<file path="config.mk">
export PLATFORM = sky130hd
export DESIGN_NAME = mc_ctrl_fsm
export DESIGN_NICKNAME = d
export VERILOG_FILES = /design/src/rtl/mc_ctrl_pkg.sv /design/src/rtl/mc_timeout_cnt.sv /design/src/rtl/mc_ctrl_fsm.sv
export SDC_FILE = /design/constraint.sdc
export NUM_CORES = 1
export LEC_CHECK = 0
export ABC_AREA = 1
export CAP_MARGIN = 40
export CORE_UTILIZATION = 27
export CTS_CLUSTER_SIZE = 20
export DETAILED_ROUTE_END_ITERATION = 8
export HOLD_SLACK_MARGIN = 0.1
export PLACE_DENSITY = 0.56
export RECOVER_POWER = 50
export SYNTH_ARGS = -nofsm -noshare
export SYNTH_HDL_FRONTEND = slang
export SYNTH_SLANG_ARGS = --single-unit
</file>
<file path="constraint.sdc">
create_clock -name clk -period 2.4 [get_ports clk]
set_clock_uncertainty 0.15 [all_clocks]
set_input_delay 0.48 -clock clk [delete_from_list [all_inputs] [get_ports clk]]
set_output_delay 0.48 -clock clk [all_outputs]
set_load 0.005 [all_outputs]
</file>
<file path="src/rtl/mc_ctrl_pkg.sv">
// mc_ctrl_pkg: shared types and constants for the multicycle RISC-V control FSM.
// Holds the state enum, opcode/funct field values, datapath select encodings,
// trap causes, and decode helpers used by mc_ctrl_fsm.
package mc_ctrl_pkg;

  typedef enum logic [3:0] {
    FETCH,
    DECODE,
    EXEC_R,
    EXEC_I,
    ADDR,
    WB_ALU,
    MEM_RD,
    WB_MEM,
    MEM_WR,
    BRANCH,
    LUI,
    TRAP,
    HALT
  } stateT;

  // Opcodes
  localparam logic [6:0] OPC_OP     = 7'b0110011;
  localparam logic [6:0] OPC_OPIMM  = 7'b0010011;
  localparam logic [6:0] OPC_LOAD   = 7'b0000011;
  localparam logic [6:0] OPC_STORE  = 7'b0100011;
  localparam logic [6:0] OPC_BRANCH = 7'b1100011;
  localparam logic [6:0] OPC_LUI    = 7'b0110111;

  // funct3 / funct7
  localparam logic [2:0] F3_ADD = 3'b000;
  localparam logic [2:0] F3_AND = 3'b111;
  localparam logic [2:0] F3_OR  = 3'b110;
  localparam logic [2:0] F3_LSW = 3'b010;
  localparam logic [2:0] F3_BEQ = 3'b000;
  localparam logic [2:0] F3_BNE = 3'b001;
  localparam logic [2:0] F3_BLT = 3'b100;
  localparam logic [2:0] F3_BGE = 3'b101;
  localparam logic [6:0] F7_BASE = 7'b0000000;
  localparam logic [6:0] F7_ALT  = 7'b0100000;

  // ALU operations
  localparam logic [2:0] ALU_PASS = 3'd0;
  localparam logic [2:0] ALU_ADD  = 3'd1;
  localparam logic [2:0] ALU_SUB  = 3'd2;
  localparam logic [2:0] ALU_AND  = 3'd3;
  localparam logic [2:0] ALU_OR   = 3'd4;

  // PC source
  localparam logic [1:0] PC_SRC_ALU    = 2'd0;
  localparam logic [1:0] PC_SRC_ALUOUT = 2'd1;
  localparam logic [1:0] PC_SRC_TRAP   = 2'd2;

  // Writeback source
  localparam logic [1:0] WB_ALUOUT = 2'd0;
  localparam logic [1:0] WB_MDR    = 2'd1;
  localparam logic [1:0] WB_UIMM   = 2'd2;

  // ALU operand selects
  localparam logic [1:0] SRCA_PC    = 2'd0;
  localparam logic [1:0] SRCA_REG   = 2'd1;
  localparam logic [1:0] SRCA_OLDPC = 2'd2;
  localparam logic [1:0] SRCB_REG   = 2'd0;
  localparam logic [1:0] SRCB_FOUR  = 2'd1;
  localparam logic [1:0] SRCB_IMM   = 2'd2;

  // Trap causes
  localparam logic [1:0] CAUSE_NONE    = 2'd0;
  localparam logic [1:0] CAUSE_ILLEGAL = 2'd1;
  localparam logic [1:0] CAUSE_BUS     = 2'd2;

  // State that follows DECODE for a given instruction word. Anything not
  // recognised (including blt/bge when they are disabled) lands in TRAP.
  function automatic stateT decodeTarget(input logic [31:0] ir, input logic hasBltBge);
    logic [6:0] opc;
    logic [2:0] f3;
    logic [6:0] f7;
    stateT nxt;
    opc = ir[6:0];
    f3  = ir[14:12];
    f7  = ir[31:25];
    nxt = TRAP;
    if (ir == 32'h0) begin
      nxt = HALT;
    end else begin
      case (opc)
        OPC_OP: begin
          if ((f3 == F3_ADD && (f7 == F7_BASE || f7 == F7_ALT)) ||
              ((f3 == F3_AND || f3 == F3_OR) && f7 == F7_BASE))
            nxt = EXEC_R;
        end
        OPC_OPIMM:  if (f3 == F3_ADD) nxt = EXEC_I;
        OPC_LOAD:   if (f3 == F3_LSW) nxt = ADDR;
        OPC_STORE:  if (f3 == F3_LSW) nxt = ADDR;
        OPC_BRANCH: begin
          if (f3 == F3_BEQ || f3 == F3_BNE)
            nxt = BRANCH;
          else if ((f3 == F3_BLT || f3 == F3_BGE) && hasBltBge)
            nxt = BRANCH;
        end
        OPC_LUI:    nxt = LUI;
        default:    nxt = TRAP;
      endcase
    end
    return nxt;
  endfunction

  // R-type ALU op; only called for encodings decodeTarget accepted.
  function automatic logic [2:0] rTypeAluOp(input logic [2:0] f3, input logic f7Alt);
    logic [2:0] op;
    case (f3)
      F3_AND:  op = ALU_AND;
      F3_OR:   op = ALU_OR;
      default: op = f7Alt ? ALU_SUB : ALU_ADD;
    endcase
    return op;
  endfunction

  function automatic logic branchTaken(input logic [2:0] f3, input logic zero, input logic lt);
    logic taken;
    case (f3)
      F3_BEQ:  taken = zero;
      F3_BNE:  taken = !zero;
      F3_BLT:  taken = lt;
      F3_BGE:  taken = !lt;
      default: taken = 1'b0;
    endcase
    return taken;
  endfunction

endpackage

</file>
<file path="src/rtl/mc_timeout_cnt.sv">
// mc_timeout_cnt: 8-bit memory wait counter for the bus-timeout trap.
// Ports:
//   clk, rst  - clock, synchronous active-high reset
//   en        - a request is outstanding and unanswered this cycle
//   clr       - restart the count (answered, or outside a memory state)
//   expired   - this waiting cycle is the LIMIT-th one in a row
module mc_timeout_cnt #(
  parameter int LIMIT = 15
) (
  input  logic clk,
  input  logic rst,
  input  logic en,
  input  logic clr,
  output logic expired
);

  localparam logic [7:0] LAST = 8'(LIMIT - 1);

  logic [7:0] count;

  always_ff @(posedge clk) begin
    if (rst || clr)
      count <= '0;
    else if (en)
      count <= count + 8'd1;
  end

  // count holds the waits already seen, so the limit is reached by the
  // increment that would happen this cycle.
  assign expired = en && (count == LAST);

endmodule

</file>
<file path="src/rtl/mc_ctrl_fsm.sv">
// mc_ctrl_fsm: multicycle control FSM for the RISC-V datapath with memory
// ready/request handshake, bus timeout and illegal-opcode trap.
// Ports:
//   clk, rst               - clock, synchronous active-high reset
//   instr                  - IR contents
//   alu_zero, alu_lt       - ALU flags for branch resolution
//   mem_ready              - memory completes the current request
//   mem_req/we/addr_sel    - memory control
//   pc_write, pc_src       - PC load and source
//   *_load                 - datapath register load enables
//   reg_write, wb_sel      - register file write and source
//   alu_src_a/b, alu_op    - ALU operand selects and operation
//   trap, trap_cause       - trap pulse and sticky cause
//   halted                 - FSM is in HALT
//
// state  | meaning
// FETCH  | read instruction, PC += 4 on ready
// DECODE | load A/B, compute branch target into ALUOut
// EXEC_R | register-register ALU op
// EXEC_I | register-immediate add
// ADDR   | effective address for load/store
// WB_ALU | write ALUOut to rd
// MEM_RD | load data read, MDR on ready
// WB_MEM | write MDR to rd
// MEM_WR | store data write
// BRANCH | compare, redirect PC if taken
// LUI    | write U-immediate to rd
// TRAP   | redirect PC to trap vector
// HALT   | stopped until reset
module mc_ctrl_fsm
  import mc_ctrl_pkg::*;
#(
  parameter int TIMEOUT_CYCLES = 15,
  parameter bit HAS_BLT_BGE    = 1'b1,
  parameter bit HALT_ON_TRAP   = 1'b1
) (
  input  logic        clk,
  input  logic        rst,
  input  logic [31:0] instr,
  input  logic        alu_zero,
  input  logic        alu_lt,
  input  logic        mem_ready,
  output logic        mem_req,
  output logic        mem_we,
  output logic        mem_addr_sel,
  output logic        pc_write,
  output logic [1:0]  pc_src,
  output logic        ir_load,
  output logic        old_pc_load,
  output logic        reg_a_load,
  output logic        reg_b_load,
  output logic        aluout_load,
  output logic        mdr_load,
  output logic        reg_write,
  output logic [1:0]  wb_sel,
  output logic [1:0]  alu_src_a,
  output logic [1:0]  alu_src_b,
  output logic [2:0]  alu_op,
  output logic        trap,
  output logic [1:0]  trap_cause,
  output logic        halted
);

  stateT      state;
  stateT      decodeNext;
  logic [1:0] trapCause;
  logic       inMemState;
  logic       tmoEn;
  logic       tmoClr;
  logic       tmoExpired;

  assign decodeNext = decodeTarget(instr, HAS_BLT_BGE);
  assign inMemState = (state == FETCH) || (state == MEM_RD) || (state == MEM_WR);
  assign tmoEn      = mem_req & ~mem_ready;
  // Clearing while outside the memory states guarantees each request
  // starts counting from zero; clearing on expiry covers entry to TRAP.
  assign tmoClr     = mem_ready | tmoExpired | ~inMemState;

  mc_timeout_cnt #(
    .LIMIT(TIMEOUT_CYCLES)
  ) uTimeout (
    .clk    (clk),
    .rst    (rst),
    .en     (tmoEn),
    .clr    (tmoClr),
    .expired(tmoExpired)
  );

  always_ff @(posedge clk) begin
    if (rst) begin
      state     <= FETCH;
      trapCause <= CAUSE_NONE;
    end else begin
      case (state)
        FETCH: begin
          if (mem_ready) begin
            state <= DECODE;
          end else if (tmoExpired) begin
            state     <= TRAP;
            trapCause <= CAUSE_BUS;
          end
        end
        DECODE: begin
          state <= decodeNext;
          if (decodeNext == TRAP)
            trapCause <= CAUSE_ILLEGAL;
        end
        EXEC_R, EXEC_I: state <= WB_ALU;
        ADDR:   state <= (instr[6:0] == OPC_STORE) ? MEM_WR : MEM_RD;
        MEM_RD: begin
          if (mem_ready) begin
            state <= WB_MEM;
          end else if (tmoExpired) begin
            state     <= TRAP;
            trapCause <= CAUSE_BUS;
          end
        end
        MEM_WR: begin
          if (mem_ready) begin
            state <= FETCH;
          end else if (tmoExpired) begin
            state     <= TRAP;
            trapCause <= CAUSE_BUS;
          end
        end
        WB_ALU, WB_MEM, BRANCH, LUI: state <= FETCH;
        TRAP:    state <= HALT_ON_TRAP ? HALT : FETCH;
        HALT:    state <= HALT;
        default: state <= FETCH;
      endcase
    end
  end

  // Outputs decode from state; forced to 0 during rst so an abandoned
  // instruction cannot write memory or registers in the reset cycle.
  always_comb begin
    mem_req      = 1'b0;
    mem_we       = 1'b0;
    mem_addr_sel = 1'b0;
    pc_write     = 1'b0;
    pc_src       = PC_SRC_ALU;
    ir_load      = 1'b0;
    old_pc_load  = 1'b0;
    reg_a_load   = 1'b0;
    reg_b_load   = 1'b0;
    aluout_load  = 1'b0;
    mdr_load     = 1'b0;
    reg_write    = 1'b0;
    wb_sel       = WB_ALUOUT;
    alu_src_a    = SRCA_PC;
    alu_src_b    = SRCB_REG;
    alu_op       = ALU_PASS;
    trap         = 1'b0;
    trap_cause   = CAUSE_NONE;
    halted       = 1'b0;
    if (!rst) begin
      trap_cause = trapCause;
      case (state)
        FETCH: begin
          mem_req   = 1'b1;
          alu_src_a = SRCA_PC;
          alu_src_b = SRCB_FOUR;
          alu_op    = ALU_ADD;
          if (mem_ready) begin
            ir_load     = 1'b1;
            old_pc_load = 1'b1;
            pc_write    = 1'b1;
            pc_src      = PC_SRC_ALU;
          end
        end
        DECODE: begin
          reg_a_load  = 1'b1;
          reg_b_load  = 1'b1;
          aluout_load = 1'b1;
          alu_src_a   = SRCA_OLDPC;
          alu_src_b   = SRCB_IMM;
          alu_op      = ALU_ADD;
        end
        EXEC_R: begin
          alu_src_a   = SRCA_REG;
          alu_src_b   = SRCB_REG;
          aluout_load = 1'b1;
          alu_op      = rTypeAluOp(instr[14:12], instr[30]);
        end
        EXEC_I, ADDR: begin
          alu_src_a   = SRCA_REG;
          alu_src_b   = SRCB_IMM;
          alu_op      = ALU_ADD;
          aluout_load = 1'b1;
        end
        WB_ALU: begin
          reg_write = 1'b1;
          wb_sel    = WB_ALUOUT;
        end
        MEM_RD: begin
          mem_req      = 1'b1;
          mem_addr_sel = 1'b1;
          mdr_load     = mem_ready;
        end
        WB_MEM: begin
          reg_write = 1'b1;
          wb_sel    = WB_MDR;
        end
        MEM_WR: begin
          mem_req      = 1'b1;
          mem_we       = 1'b1;
          mem_addr_sel = 1'b1;
        end
        BRANCH: begin
          alu_src_a = SRCA_REG;
          alu_src_b = SRCB_REG;
          alu_op    = ALU_SUB;
          pc_src    = PC_SRC_ALUOUT;
          pc_write  = branchTaken(instr[14:12], alu_zero, alu_lt);
        end
        LUI: begin
          reg_write = 1'b1;
          wb_sel    = WB_UIMM;
        end
        TRAP: begin
          trap     = 1'b1;
          pc_write = 1'b1;
          pc_src   = PC_SRC_TRAP;
        end
        HALT:    halted = 1'b1;
        default: ;
      endcase
    end
  end

endmodule

</file>
* Word level (Yosys, flattened, before mapping)
Index checks and enable logic that the tools add are counted.
** Storage, ports and cells
- Flip-flop bits (word level) :: 14
- Bits of input ports :: 37
- Output and inout bits :: 26
- Logic and storage cells :: 122
** Operators by class
- $add $sub $neg :: 1
- Eq/ne operators :: 30
- Muxes and demuxes :: 54
- Bitwise gates (word level) :: 5
- Reductions and logical operators :: 29
** Operators with widths (count)
- two-way mux 4 bit :: 9
- zero test 32 bit :: 1
- equality test 7 x 6 -> 1 bit (second input constant) :: 4
- case mux 4 bit (7 select lines) :: 1
- equality test 4 bit (second input constant) :: 6
- two-way mux 1 bit :: 22
- two-way mux 2 bit :: 11
- case mux 2 bit (2 select lines) :: 5
- case mux 4 bit (5 select lines) :: 1
- equality test 4 x 3 -> 1 bit (second input constant) :: 4
- equality test 3 bit (second input constant) :: 4
- OR reduction 4 bit :: 3
- case mux 3 bit (3 select lines) :: 1
- OR reduction 3 bit :: 3
- adder 8 x 1 -> 8 bit (second input constant) :: 1
- equality test 4 x 2 -> 1 bit (second input constant) :: 2
- equality test 8 x 4 -> 1 bit (second input constant) :: 1
- logical OR 1 bit :: 8
- OR reduction 2 bit :: 4
- equality test 7 x 2 -> 1 bit (second input constant) :: 1
- equality test 7 x 5 -> 1 bit (second input constant) :: 1
- equality test 7 bit (second input constant) :: 1
- zero test 7 bit :: 1
- case mux 3 bit (2 select lines) :: 1
- 17 further kinds :: 23

* Longest topological paths before layout
- Depth in word-level cells :: 10
- Depth in mapped cells :: 15
- Depth with buffers taken out :: 15

* By module
From an unflattened synthesis, not the netlist that was laid out.
** Unflattened totals
- Cells, all modules :: 277
- Area total of the unflattened synthesis :: 1501.4 µm²
** Modules (own cells, without submodules)
- mc_ctrl_fsm :: times used 1, cells each 220, area an instance 1089.8 µm²
- mc_timeout_cnt :: times used 1, cells each 57, area an instance 411.6 µm²

* Worst setup path after synthesis
OpenSTA, ideal clock, no wires.
- Kind :: reg2out
- From :: register state[3]
- To :: output port alu_src_a[1]
- Arrival :: 1.321 ns
- Setup slack :: 0.449 ns
- Cell stages (with the launch flop) :: 7
- Buffers on the path :: 1
- Cell sequence :: dfxtp_1 > nor2_1 > inv_1 > nor2_1 > inv_1 > nor2_1 > buf_4
** Between the ends
- Longest elaborated chain between the ends :: 4
- Elaborated cells on any way between the ends :: 8
- Classes of those cells :: eq/ne: 5; mux: 2; reduce/logical: 1
** Ends and longest elaborated chain
- start, declared :: line mc_ctrl_fsm.sv:64 : stateT state;
- start signal, assigned :: line mc_ctrl_fsm.sv:104 : state <= decodeNext;
- start signal, assigned :: line mc_ctrl_fsm.sv:109 : ADDR: state <= (instr[6:0] == OPC_STORE) ? MEM_WR : MEM_RD;
- start signal, assigned :: line mc_ctrl_fsm.sv:127 : TRAP: state <= HALT_ON_TRAP ? HALT : FETCH;
- equality test 4 bit, or another cell as far along :: line mc_ctrl_fsm.sv:158 : case (state)
- OR reduction 4 bit (no line)
- case mux 2 bit (2 select lines) (*) :: line mc_ctrl_fsm.sv:158
- two-way mux 2 bit (*) :: line mc_ctrl_fsm.sv:156 : if (!rst) begin
- end, declared :: line mc_ctrl_fsm.sv:56 : output logic [1:0] alu_src_a,
Mark *: on every way between the ends. The rest lies on a longest branch, timed or not.

* Final worst setup path
- From :: register state[0]
- To :: output port mem_req
** Between the ends
- Longest elaborated chain between the ends :: 4
- Elaborated cells on any way between the ends :: 6
- Classes of those cells :: eq/ne: 2; mux: 2; reduce/logical: 2
** Ends and longest elaborated chain
- equality test 4 x 3 -> 1 bit, or another cell as far along :: line mc_ctrl_fsm.sv:158
- OR reduction 3 bit (no line) (*)
- two-way mux 1 bit (*) :: line mc_ctrl_fsm.sv:158
- two-way mux 1 bit (*) :: line mc_ctrl_fsm.sv:156
- end, declared :: line mc_ctrl_fsm.sv:43 : output logic mem_req,
Marks and branches as above.

==> run metrics <==
status=finished clean; worst-path maximum fanout=7; Req. time, crit path=between 1.5 and 2 ns; Final GP Congestion=just over 0.8; xor and xnor area share after synthesis=between 2 and 2.5%; Die Wd=roughly 77 um; DR vias/cell=4.37; Die H=between 70 and 80 um; Worst VDD drop=242 uV; Worst setup startpoint=state[0]; synthesized net count=approximately 310; Fin. Hold Viols=0; max-slew violations=0; normalized max-slew margin=around two thirds; Finished Cell Area=0.00250 mm^2; GRT Overall Usage=between 10% and 20%; I/O Buffers=between 60 and 70; Tightest Hold Check Type=register to register; share of Yosys cell area claimed by the top area cell type=a little under a fifth; Synth top cells by count=nor2_1 (64), nand2_1 (52), inv_1 (44); critical path type=register to output pin; origin of the critical flop-to-flop path=state[0]; EDFF count, synth=0; count leader, synth=nor2_1; post-synthesis compound-gate area fraction=approximately 9.1%; min-delay src=trapCause[1]; CP Capture Type=output pin; sequential-to-total area share from yosys stat=between 10% and 20%; Routed WL=between 4000 and 5000 um; CTS tree=built; Synth cell types=30; nets=around 400; Period minus WS final=between 2 and 2.5 ns; Setup crit start kind=register; Residual DRC=0; adder-cell share of the synthesized area=1.67%; H-tree level count=1; drt pass-1 iters=4; vias post-DR=around 1900; largest net degree at the start of global routing=14; clock buffer depth=2; initial antenna violation count=0; # diodes=0; Sink Count=14; crit share post-route=98.4%; Worst-Margin Slew=around 0.48 ns; row cnt=26; layout cell share with drive strength beyond 1=a little over a fifth; Detailed Route Iter0 Violations=95; RSZ-0062 raised after global routing=yes; Max-Cap Viols=0; top cells by area, synth=dfxtp_1 (19%), nor2_1 (16%), nand2_1 (13%); Netlist Area Pre-Place=roughly 0.0015 mm^2; YS warnings=0; Clock Tree Root=clkbuf_8; Post-Synth Simple-Gate Area=a little over half; Main synth FF type=dfxtp_1; pwr/cell area=~670 mW/mm^2; Post-CTS Hold Buffers=0; Num CTS Buffers=3; ANT nets after route=0; Area Overhead vs Synth=66.6%; number of global-route vias before repair=about 1900; Final setup viols=0; final hold slack=between 0.3 and 0.4 ns; Die ar.=between 0.005 and 0.006 mm^2; clock transition at the registers of the reported paths=0.06 ns; filler instances=between 500 and 600; syn_area_per_cell=around 5.5 um^2; Synth async-reset ratio=0%; Starting Density=between 20 and 30%; hpwl dp=around 3600 um; dpl cell area=between 0.002 and 0.0025 mm^2; CP arrival=1.73 ns; first-pass GRT wire length=between 7000 and 8000 um; P_leak=~0.0012 uW; core area=0.00524 mm^2; mux cell area share after synthesis=0%; Max Freq=between 400 and 500 MHz; FF+latch count, synth=14; final core occ=47.7%; gr ovfl total=0; largest family of logic cells by synthesized area=simple AND/OR/NAND/NOR gates; drt wl/cell=around 9.8 um; largest area contributor in the netlist=dfxtp_1; Synth Instances=between 200 and 300; clk_lat worst skew=0.24 ns; # IOs=63
[worst paths after layout]
kind / endpoint / slack [ns] / depth (start not counted)
worst min register to register: trapCause[1] / 0.33 / 2
worst max register to register: uTimeout.count[4] / 0.49 / 10
worst min-delay path: trapCause[1] / 0.33 / 2
worst max-delay path: mem_req / 0.04 / 7
[flip-flops by register name (all words and copies together) (netlist names)]
register,count
uTimeout.count,8
state,4
trapCause,2
[layout make-up]
class,count,area (um^2),share of cell area [%]
Clock buffer,4,55.1,2.20
Inverter,52,198,7.91
Multi-Input combinational cell,202,1040,41.7
Sequential cell,14,293,11.7
Tap cell,70,87.6,3.50
Timing Repair Buffer,90,825,33.0
[cells by family after synthesis]
group           Yosys count
compound gates           23
fa+ha+maj                 2
simple gates            173
flops                    14
buf+inv                  58
xor+xnor                  4
[power breakdown]
group          switching [uW]  internal [uW]  total, uW
combinational             563            521       1080
clock                    83.1            145        228
sequential               64.5            299        364
total                     711            965       1680
[routing by layer]
| metal | track usage (%) | wire length [um] | up-vias |
|---|---|---|---|
| met5 | 0 | 0 | - |
| met4 | 1.15 | 0 | 0 |
| met3 | 2.28 | 158 | 0 |
| met2 | 29.2 | 2090 | 45 |
| met1 | 18.0 | 2000 | 809 |
| li1 | - | - | 1033 |
[cell usage in the layout (no fill, tap or decap), types with 2 or more instances in the layout]
cell	instances
a21oi_1	8
a31oi_1	6
buf_4	25
buf_6	2
clkbuf_8	4
clkdlybuf4s50_1	48
dfxtp_1	10
dfxtp_4	3
dlygate4sd2_1	7
dlygate4sd3_1	2
dlymetal6s2s_1	2
ha_1	2
inv_1	42
inv_2	9
nand2_1	51
nand2_2	3
nand2_4	3
nand3_1	27
nand3_4	2
nand4_1	4
nor2_1	56
nor2_2	14
nor2_4	2
nor3_1	5
o21ai_0	3
o21ai_1	3
xor2_1	3
[metrics by stage]
step           cells  TNS, ns  setup slack (ns)  total power (uW)
6_report         432        0            0.0378              1680
4_1_cts          431  -0.0283           -0.0283              1630
3_3_place_gp     426    -1.60            -0.328              1390
3_5_place_dp     426    -1.62            -0.315              1380
5_1_grt          432  -0.0835           -0.0362              1820
2_1_floorplan    274        0             0.449               899
[what timing repair did]
item                                    in CTS  in global routing
endpoints found under the setup margin      20                 13
buffers inserted                             1                  1
pin swaps                                    0                  4
resized for setup                           24                 22
[critical path, cell delays in order, from the launching register on]
cell and delay, ns:
dfxtp_4 0.38, nor2_2 0.16, buf_6 0.14, nand2_2 0.10
nand3_4 0.12, nand2_2 0.06, inv_4 0.05, clkdlybuf4s50_1 0.48
Power figures use the tool's default switching activity.
